===== config.mk =====
export PLATFORM = sky130hd
export DESIGN_NAME = proc_seq_ctrl
export DESIGN_NICKNAME = d
export VERILOG_FILES = /design/src/rtl/proc_seq_ctrl.sv
export SDC_FILE = /design/constraint.sdc
export NUM_CORES = 1
export LEC_CHECK = 0
export CORE_AREA = 5 5 71 73
export DETAILED_ROUTE_END_ITERATION = 16
export DIE_AREA = 0 0 76 78
export GPL_TIMING_DRIVEN = 0
export PLACE_DENSITY = 0.77
export RECOVER_POWER = 100
export SYNTH_ARGS = -nofsm -noshare
export SYNTH_HDL_FRONTEND = slang
export SYNTH_SLANG_ARGS = --single-unit

===== constraint.sdc =====
create_clock -name i_clk -period 2.5 [get_ports i_clk]
set_clock_uncertainty 0.2 [all_clocks]
set_input_delay 0.375 -clock i_clk [delete_from_list [all_inputs] [get_ports i_clk]]
set_output_delay 0.375 -clock i_clk [all_outputs]
set_load 0.1 [all_outputs]

===== src/rtl/proc_seq_ctrl.sv =====
// ---------------------------------------------------------------------------
// ProcSeqCtrl -- multi-cycle instruction sequencer control block.
//
// Walks each instruction through FETCH -> DECODE -> EXE -> (MEM) -> WB.
// A memory timeout drops the sequencer into a sticky ERR state. A halt
// request parks it in HALT.
//
// Parameters
//   CNT_WIDTH  width of the retired-instruction counter
//   TIMEOUT    maximum consecutive not-ready cycles in FETCH/MEM (0 = never)
//   TO_WIDTH   width of the wait counter (must be able to hold TIMEOUT)
//
// Ports
//   i_clk        clock, rising edge
//   i_rst        synchronous active-high reset
//   i_mem_ready  memory finishes the current FETCH/MEM access this cycle
//   i_stall      hold the sequencer in DECODE
//   i_need_mem   instruction needs a MEM stage (sampled in EXE)
//   i_mem_wr     MEM access is a store (1) or a load (0) (sampled in EXE)
//   i_halt_req   halt request (sampled in WB and HALT)
//   o_state      current state code
//   o_read       memory read strobe
//   o_write      memory write strobe
//   o_insn_cnt   retired-instruction count
//   o_bus_err    sticky memory-timeout flag
//   o_halted     sequencer is parked in HALT
// ---------------------------------------------------------------------------
module proc_seq_ctrl #(
   parameter int CNT_WIDTH = 32,
   parameter int TIMEOUT   = 15,
   parameter int TO_WIDTH  = 4
) (
   input  logic                 i_clk,
   input  logic                 i_rst,
   input  logic                 i_mem_ready,
   input  logic                 i_stall,
   input  logic                 i_need_mem,
   input  logic                 i_mem_wr,
   input  logic                 i_halt_req,
   output logic [2:0]           o_state,
   output logic                 o_read,
   output logic                 o_write,
   output logic [CNT_WIDTH-1:0] o_insn_cnt,
   output logic                 o_bus_err,
   output logic                 o_halted
);

   typedef enum logic [2:0] {
      S_FETCH  = 3'd0,
      S_DECODE = 3'd1,
      S_EXE    = 3'd2,
      S_MEM    = 3'd3,
      S_WB     = 3'd4,
      S_HALT   = 3'd5,
      S_ERR    = 3'd6,
      S_IDLE   = 3'd7
   } state_t;

   // The wait counter value in the last tolerated not-ready cycle. It is
   // only used when the timeout is enabled.
   localparam bit                  TO_EN     = (TIMEOUT > 0);
   localparam logic [TO_WIDTH-1:0] LAST_WAIT = TO_WIDTH'((TIMEOUT > 0) ? TIMEOUT - 1 : 0);

   state_t                r_state;
   logic [TO_WIDTH-1:0]   r_wait;
   logic                  r_need;
   logic                  r_store;
   logic [CNT_WIDTH-1:0]  r_cnt;

   // Main sequencer. The wait counter clears by default each cycle, so every
   // entry into FETCH or MEM starts from zero. It only counts up while
   // FETCH or MEM is waiting on memory. In the timeout cycle, ready takes
   // priority over the error transition.
   always_ff @(posedge i_clk) begin
      if (i_rst) begin
         r_state <= S_IDLE;
         r_wait  <= '0;
         r_need  <= 1'b0;
         r_store <= 1'b0;
         r_cnt   <= '0;
      end else begin
         r_wait <= '0;
         case (r_state)
            S_IDLE: begin
               r_state <= S_FETCH;
            end
            S_FETCH: begin
               if (i_mem_ready)
                  r_state <= S_DECODE;
               else if (TO_EN && (r_wait == LAST_WAIT))
                  r_state <= S_ERR;
               else
                  r_wait <= r_wait + 1'b1;
            end
            S_DECODE: begin
               if (!i_stall)
                  r_state <= S_EXE;
            end
            S_EXE: begin
               r_need  <= i_need_mem;
               r_store <= i_mem_wr;
               r_state <= i_need_mem ? S_MEM : S_WB;
            end
            S_MEM: begin
               if (i_mem_ready)
                  r_state <= S_WB;
               else if (TO_EN && (r_wait == LAST_WAIT))
                  r_state <= S_ERR;
               else
                  r_wait <= r_wait + 1'b1;
            end
            S_WB: begin
               r_cnt   <= r_cnt + 1'b1;
               r_state <= i_halt_req ? S_HALT : S_FETCH;
            end
            S_HALT: begin
               if (!i_halt_req)
                  r_state <= S_FETCH;
            end
            S_ERR: begin
               r_state <= S_ERR;
            end
            default: begin
               r_state <= S_IDLE;
            end
         endcase
      end
   end

   // The strobes and status flags decode only from registered state and
   // flags, so no input has a combinational path to an output. In MEM the
   // need flag is always set; including it keeps the strobe tied to an
   // instruction that actually asked for memory.
   always_comb begin
      o_read  = (r_state == S_FETCH) ||
                ((r_state == S_MEM) && r_need && !r_store);
      o_write = (r_state == S_MEM) && r_need && r_store;
   end

   assign o_state    = r_state;
   assign o_insn_cnt = r_cnt;
   assign o_bus_err  = (r_state == S_ERR);
   assign o_halted   = (r_state == S_HALT);

endmodule


### After elaboration in Yosys (flattened, before gate mapping)

Cells that the tools add are included.

| operators by class | value |
|---|---|
| $add $sub $neg | 2 |
| $mul | 0 |
| div/mod/pow operators | 0 |
| magnitude comparators | 0 |
| equal/unequal tests | 10 |
| shifts and indexed selects | 0 |
| mux-type cells | 8 |
| bitwise gates (word level) | 1 |
| reductions and logical operators | 9 |

Operator list:

| kind | count |
|---|---|
| 32-bit by 1-bit adder with 32-bit output, second input constant | 1 |
| 3-bit case mux with 8 select lines | 1 |
| 3-bit 2-to-1 mux | 7 |
| 3-bit equality test, second input constant | 4 |
| 3-bit by 2-bit equality test with 1-bit output, second input constant | 2 |
| 4-bit by 1-bit adder with 4-bit output, second input constant | 1 |
| 4-bit equality test, second input constant | 1 |
| 2-bit inequality test, second input constant | 2 |
| 4-bit OR reduction | 1 |
| 3-bit by 1-bit equality test with 1-bit output, second input constant | 1 |
| 1-bit logical AND | 3 |
| 3-bit logical NOT | 1 |
| 2-bit AND reduction | 1 |
| 2-bit OR reduction | 1 |
| 1-bit logical NOT | 1 |
| 1-bit logical OR | 1 |
| 1-bit inverter | 1 |

| storage, ports and cells | value |
|---|---|
| bits in registers | 41 |
| latch bits | 0 |
| memory bits (writable) | 0 |
| bits in read-only memories | 0 |
| bits of input ports | 7 |
| output and inout port bits | 39 |
| word-level logic and storage cells | 35 |
| memories kept | 0 |

### Logic depth before layout (Yosys ltp)

Gate-level depths: netlist (run 1).

| depth | value |
|---|---|
| depth in word-level cells | 4 |
| gate-level depth with buffers | 7 |
| depth with buffers taken out | 6 |

### Worst setup path after synthesis (run 1)

OpenSTA, ideal clock, no wires.

| timing | value |
|---|---|
| path type | register -> output |
| start point | reg r_state[1] (netlist: o_state[1]) |
| end point | out o_write |
| data arrival time | 3.668 ns |
| data required time | 1.925 ns |
| path slack | -1.743 ns |
| stages on the path, launching flop included | 4 |
| buffers on the path | 1 |
| path through | dfxtp_1 -> clkbuf_1 -> nand3_1 -> nor3b_1 |

| between the ends | value |
|---|---|
| longest elaborated chain between the ends | 3 |

RTL lines:

| item | RTL line | source |
|---|---|---|
| start: declaration | 64 | `state_t r_state;` |
| start signal: assignment | 102 | `r_state <= i_need_mem ? S_MEM : S_WB;` |
| start signal: assignment | 114 | `r_state <= i_halt_req ? S_HALT : S_FETCH;` |
| 3-bit by 2-bit equality test with 1-bit output | 137 | `o_write = (r_state == S_MEM) && r_need && r_store;` |
| 1-bit logical AND (2 in series) | 137 |  |
| end: declaration | 42 | `output logic o_write,` |

Every way passes these cells.

### Worst setup path in the final report (run 1)

| timing | value |
|---|---|
| start point | reg r_cnt[11] (netlist: o_insn_cnt[11]) |
| end point | out o_insn_cnt[11] |

RTL lines:

| item | RTL line | source |
|---|---|---|
| start: declaration | 68 | `logic [CNT_WIDTH-1:0] r_cnt;` |
| start signal: assignment | 113 | `r_cnt <= r_cnt + 1'b1;` |
| end: declaration | 43 | `output logic [CNT_WIDTH-1:0] o_insn_cnt,` |

No word-level cell between the ends.

==> PnR_summary.wiki, run 1 <==
{| class="wikitable"
! Metric !! Value
|-
| Endpoint with the worst hold slack || r_wait[0]
|-
| First-pass iteration count of the detailed router || 4
|-
| Final-report hold violation count || 0
|-
| Cell class contributing the biggest share of worst-path delay || buffers and inverters
|-
| Post-synth top flop || dfxtp_1
|-
| Number of antenna violations at the first check in global routing || 0
|-
| Fin util || 64.2%
|-
| Leak Pwr || 0.920 nW
|-
| Arrival time of data at the critical path endpoint || 1.87 ns
|-
| Worst setup path category || flip-flop to primary output
|-
| Reg2Reg Depth || 6
|-
| Number of primary I/O pins || 46
|-
| FF/Latch Area || 857 sq um
|-
| Overall fraction of global-route tracks in use || 17.5%
|-
| Total clock buffers created by CTS || 5
|-
| Area grow syn2layout || 32.8%
|-
| Total area of multi-input combinational cells || 1180 sq um
|-
| Clock tree from TritonCTS || done
|-
| Internal power || 0.000980 W
|-
| Hold slack final || 0.266 ns
|-
| Global-route wire length before repair || 8930 um
|-
| Std-Cell Rows || 24
|-
| Critical path data required time || 1.92 ns
|-
| Clock tree root driver cell || clkbuf_8
|-
| CP Capture Type || primary output
|-
| Share of synthesized registers carrying an async set or reset || 0%
|-
| Maximum resistive drop on vdd || 0.308 mV
|-
| Sequential fraction of design power || 48.7%
|-
| Post-detailed-placement half-perimeter wirelength || 3740 um
|-
| Setup Buffers After CTS || 0
|-
| Most frequent standard cell in the layout excluding fill and tap cells || clkdlybuf4s50_1
|-
| Library cells used by synthesis || 38
|-
| Count of port buffers added during placement || 45
|-
| Sink Count || 41
|-
| Initial core utilization || 48.3%
|-
| Period minus WS final || 2.44 ns
|-
| Core region area || 4290 sq um
|-
| Initial detailed-routing violation count || 128
|-
| Post-Synthesis Mean Instance Area || 8.34 sq um
|-
| Total number of vias || 2,050
|-
| Clk pwr share || 34.4%
|-
| Number of failing setup endpoints in the final timing report || 0
|-
| Synth Net Count || 259
|-
| Comb power frac || 17.0%
|-
| Worst slew margin || 22.7%
|-
| Worst Hold Class || flip-flop to flip-flop
|-
| Number of buffers on the longest clock path || 2
|-
| RSZ-0062 raised after global routing || false
|-
| Launch point of the worst hold path || r_wait[0]
|-
| Routed WL per cell || 14.6 um
|-
| Top library cells by usage in the layout, fill and taps aside || 30 x clkdlybuf4s50_1, 26 x a21oi_1, 20 x or4_1, 20 x dfxtp_1, 19 x nor2_1
|-
| Number of buffer and inverter stages on the critical path || 1
|-
| Net switching fraction of the power || 29.8%
|-
| Critical-path cell list || clkdlybuf4s50_1
|-
| Final instance area || 2760 sq um
|-
| Total power of the final layout || 0.00140 W
|-
| Post-synthesis cell count || 249
|-
| Transition time at the pin with the least slew margin || 1.16 ns
|-
| Number of diodes || 0
|-
| Sequential cell area fraction in the yosys report || 39.5%
|-
| FF-to-FF setup slack || 0.12 ns
|-
| Instance count along the most critical hold path || 1
|-
| Count of instances resized after the clock tree is built || 21
|-
| Overall routed net length || 5170 um
|-
| Width of the chip || 76 um
|-
| NumNets Final || 311
|-
| Area after DPL || 2680 sq um
|-
| Count of flip-flops with a built-in enable after synthesis || 0
|-
| Fillers || 397
|-
| Fin crit share || 97.6%
|-
| Full die area || 5930 sq um
|-
| Largest stage delay, worst path || 1.17 ns
|-
| Run status || finished clean
|-
| Height of the die || 78 um
|-
| Netlist area before placement || 2080 sq um
|-
| Number of max-slew violations in the final report || 0
|-
| Crit Reg-Reg Startpoint || o_state[1]
|-
| Reported max-cap violation count || 0
|-
| Vias in the first global route || 2,008
|-
| Clock Pin Slew Worst Setup and Hold Paths || 0.07 ns
|-
| Number of vias per cell || 5.79
|-
| Worst-path fanout max || 4
|-
| Placer's final routability congestion estimate || 0.814
|-
| Reg-to-reg critical path endpoint || o_insn_cnt[25]
|-
| Yosys Warn Count || 0
|-
| Switching component of the power || 0.000415 W
|-
| Maximum level of the CTS H-tree || 2
|-
| Worst-path cell with the longest stage delay || clkdlybuf4s50_1
|-
| Remaining global-route overflow || 0
|-
| Number of buffers inserted for hold repair after clock tree synthesis || 0
|-
| Share of final-layout standard cells stronger than drive strength 1 || 16.9%
|-
| Number of flip-flops and latches in the synthesized netlist || 41
|-
| Kind of launch point of the worst setup path || flip-flop
|-
| Final ANT Viol Nets || 0
|-
| Highest clock frequency the design can meet || 0.410 GHz
|-
| Maximum number of pins on one net before global-route repair || 13
|-
| Fin cells || 354
|-
| Number of placed instances with taps included || 346
|-
| Latest clock arrival within the worst-skew pair || 0.29 ns
|-
| Power Dens Cells || 506 nW/um^2
|-
| # DRC || 0
|}
power by group through the flow:
stage               clock network (W)  registers (W)  logic, W
floorplan                           0       0.000749  0.000118
global placement                    0       0.000687  0.000235
detailed placement                  0       0.000687  0.000236
CTS                          0.000492       0.000672  0.000234
global route                 0.000523       0.000683  0.000250
finish                       0.000479       0.000679  0.000237
stage by stage:
stage / setup WS [ns] / setup TNS (ns)
6_report: 0.0595 / 0
5_1_grt: 0.00330 / 0
2_1_floorplan: 0.00176 / 0
3_3_place_gp: -0.416 / -1.29
4_1_cts: 0.000427 / 0
3_5_place_dp: -0.433 / -1.54
area by class of cell:
type | instances | share of cell area [%]
multi-input combinational | 180 | 42.9
sequential | 41 | 31.1
timing repair buffer | 45 | 15.4
clock buffer | 7 | 3.50
buffer | 17 | 3.04
tap | 52 | 2.36
inverter | 11 | 1.50
clock inverter | 1 | 0.182
cell usage after synthesis (4+ instances only):
cell      number  share of area (%)
dfxtp_1       41                 40
xnor2_1        5                2.1
and3_1         5                1.5
xor2_1         5                2.1
o21ai_1       12                2.9
or3_1          5                1.5
nand4_1        6                1.8
and4_1         4                1.7
nor2_1        21                3.8
clkbuf_1      12                2.2
nand2_1       15                2.7
or4_1         21                7.6
inv_1          9                1.6
a21oi_1       26                6.3
o31ai_1       17                6.1
nand3_1       14                3.4
cell families after synthesis:
| logic type | Yosys count | synth area share, % |
|---|---|---|
| AO/OA/AOI/OAI | 61 | 17.4 |
| XOR/XNOR | 10 | 4.22 |
| adder cells (fa/ha/maj) | 3 | 1.81 |
| buffers and inverters | 28 | 5.79 |
| flip-flops | 41 | 39.5 |
| multiplexers | 3 | 2.05 |
| AND/OR/NAND/NOR | 103 | 29.2 |
metal layers:
metal	track usage, %	vias to the layer above	share of wire, %
met5	0	-	0
met4	3.74	0	0.50
met3	4.17	2	6.2
met2	30.1	49	49
met1	22.3	965	44
li1	-	1034	-
sequential cells by signal, summed over array words and instances (netlist names):
| register | count |
|---|---|
| r_wait | 4 |
| r_store | 1 |
| o_state | 3 |
| r_need | 1 |
| o_insn_cnt | 32 |
worst max-delay path by stage:
stage	to	start	depth (start not counted)
after floorplan	o_insn_cnt[25]	o_insn_cnt[2]	6
after global placement	o_read	o_state[1]	5
after detailed placement	o_read	o_state[1]	5
after CTS	o_insn_cnt[25]	o_state[1]	6
after global routing	o_read	o_state[0]	5
final	o_insn_cnt[11]	o_insn_cnt[11]	1
Power figures use the tool's default switching activity.
==> inputs of run 2 (changes only) <==
HOLD_SLACK_MARGIN = 0.15   (was default)
PLACE_DENSITY = default   (was 0.77)
PLACE_DENSITY_LB_ADDON = 0.15   (was default)
==> run 2 against run 1 <==
Compared with the run above: setup slack worse by 0.0043 ns; final cell count is 0.28% lower; non-clock buffer count is 1 lower; via count is 0.83% higher; hold slack better by 0.0045 ns; sequential share of layout area is 0.13 points higher; core utilization is 0.73 points lower.
==> PnR_summary.wiki, run 2 (synthesis gave the netlist of run 1 again) <==
{| class="wikitable"
! Metric !! Value
|-
| Kind of launch point of the worst setup path || flip-flop
|-
| FF-to-FF setup slack || 0.13 ns (about the same)
|-
| Maximum resistive drop on vdd || 0.372 mV (+21%)
|-
| Final ANT Viol Nets || 0 (unchanged)
|-
| Fillers || 423 (+6.5%)
|-
| Overall fraction of global-route tracks in use || 18.6% (+1.1 points)
|-
| Routed WL per cell || 14.9 um (+1.8%)
|-
| Final-report hold violation count || 0 (unchanged)
|-
| FF/Latch Area || 851 sq um (-0.73%)
|-
| First-pass iteration count of the detailed router || 4 (unchanged)
|-
| Sink Count || 41 (unchanged)
|-
| Fin crit share || 97.8% (+0.17 points)
|-
| Placer's final routability congestion estimate || 0.796 (-2.3%)
|-
| Share of final-layout standard cells stronger than drive strength 1 || 15.9% (-0.94 points)
|-
| Total clock buffers created by CTS || 5 (unchanged)
|-
| Initial core utilization || 48.3% (unchanged)
|-
| Worst slew margin || 22.8% (+0.14 points)
|-
| Clock tree from TritonCTS || done
|-
| Arrival time of data at the critical path endpoint || 1.87 ns (about the same)
|-
| Worst-path cell with the longest stage delay || clkdlybuf4s50_1
|-
| Number of diodes || 0 (unchanged)
|-
| Width of the chip || 76 um (unchanged)
|-
| Number of failing setup endpoints in the final timing report || 0 (unchanged)
|-
| Clock Pin Slew Worst Setup and Hold Paths || 0.08 ns (about the same)
|-
| Leak Pwr || 0.892 nW (-3.0%)
|-
| Full die area || 5930 sq um (unchanged)
|-
| Number of buffers on the longest clock path || 2 (unchanged)
|-
| Initial detailed-routing violation count || 142 (+11%)
|-
| Post-detailed-placement half-perimeter wirelength || 3850 um (+2.9%)
|-
| Latest clock arrival within the worst-skew pair || 0.30 ns (about the same)
|-
| Worst setup path category || flip-flop to primary output
|-
| Fin util || 63.5% (-0.73 points)
|-
| Largest stage delay, worst path || 1.16 ns (about the same)
|-
| Overall routed net length || 5250 um (+1.5%)
|-
| Height of the die || 78 um (unchanged)
|-
| Most frequent standard cell in the layout excluding fill and tap cells || clkdlybuf4s50_1
|-
| Total number of vias || 2,067 (+0.83%)
|-
| Worst Hold Class || flip-flop to flip-flop
|-
| Setup Buffers After CTS || 0 (unchanged)
|-
| Maximum level of the CTS H-tree || 2 (unchanged)
|-
| Remaining global-route overflow || 0 (unchanged)
|-
| Number of primary I/O pins || 46 (unchanged)
|-
| Worst-path fanout max || 6 (+2)
|-
| Critical-path cell list || clkdlybuf4s50_1
|-
| Critical path data required time || 1.92 ns (about the same)
|-
| Top library cells by usage in the layout, fill and taps aside || 36 x clkdlybuf4s50_1, 26 x a21oi_1, 23 x dfxtp_1
|-
| NumNets Final || 310 (-0.32%)
|-
| Std-Cell Rows || 24 (unchanged)
|-
| Vias in the first global route || 2,019 (+0.55%)
|-
| Number of flip-flops in the largest register || 32 (unchanged)
|-
| Clock tree root driver cell || clkbuf_8
|-
| Reported max-cap violation count || 0 (unchanged)
|-
| Area grow syn2layout || 31.3%
|-
| Total area of multi-input combinational cells || 1170 sq um (-1.4%)
|-
| Power Dens Cells || 498 nW/um^2 (-1.6%)
|-
| Global-route wire length before repair || 9250 um (+3.6%)
|-
| CP Capture Type || primary output
|-
| Count of port buffers added during placement || 45 (unchanged)
|-
| RSZ-0062 raised after global routing || false
|-
| Number of vias per cell || 5.86 (+1.1%)
|-
| Number of max-slew violations in the final report || 0 (unchanged)
|-
| Core region area || 4290 sq um (unchanged)
|-
| Highest clock frequency the design can meet || 0.409 GHz (-0.18%)
|-
| Number of buffer and inverter stages on the critical path || 1 (unchanged)
|-
| Number of antenna violations at the first check in global routing || 0 (unchanged)
|-
| Transition time at the pin with the least slew margin || 1.16 ns (-0.00213 ns)
|-
| # DRC || 0 (unchanged)
|-
| Maximum number of pins on one net before global-route repair || 13 (unchanged)
|-
| Total negative setup slack || 0 ns (unchanged)
|-
| Run status || finished clean
|-
| Period minus WS final || 2.44 ns (+0.00431 ns)
|-
| Cell class contributing the biggest share of worst-path delay || buffers and inverters
|}
run 2: timing repair:
| action | 4_1_cts | 5_1_grt |
|---|---|---|
| gates resized for setup | 23 | 12 |
| hold buffers | 0 | 0 |
| pin swaps | 0 | 0 |
| gates cloned | 0 | 0 |
| endpoints found under the setup margin | 11 | 18 |
run 2: area by class of cell:
type,count,share of cell area (%)
clock inverters,2,0.321
repair buffers,45,15.7
clock buffers,6,3.03
multi-input cells,180,42.8
flip-flops and latches,41,31.2
inverters,11,1.52
plain buffers,16,2.98
well taps,52,2.39
run 2: metrics by stage:
stage | worst slack, ns | hold WS (ns) | std cells | instance area [sq um] | power, W
floorplan | 0.00176 | 0.230 | 249 | 2160 | 0.000867
global placement | -0.426 | 0.246 | 346 | 2680 | 0.000923
detailed placement | -0.471 | 0.264 | 346 | 2680 | 0.000925
CTS | 0.0187 | 0.281 | 354 | 2760 | 0.00136
global route | 0.00567 | 0.311 | 353 | 2730 | 0.00142
finish | 0.0552 | 0.270 | 353 | 2730 | 0.00136
run 2: per-layer routing:
metal / global-route usage (%) / wire, um
met1: 22.9 / 2380
met2: 31.0 / 2560
met3: 5.44 / 249
met4: 6.23 / 60
met5: 0 / 0
run 2: worst paths after layout:
kind	depth (start not counted)	start	endpoint
hold / removal	1	r_wait[0]	r_wait[0]
hold reg to reg	1	r_wait[0]	r_wait[0]
setup reg to reg	7	o_insn_cnt[0]	o_insn_cnt[20]
setup / recovery	1	o_insn_cnt[24]	o_insn_cnt[24]
run 2: power breakdown:
part,internal (W),switching [W],leakage [nW]
clock,0.000219,0.000227,0.0486
combinational,0.0000640,0.000169,0.503
sequential,0.000664,0.0000144,0.340
total,0.000947,0.000411,0.892
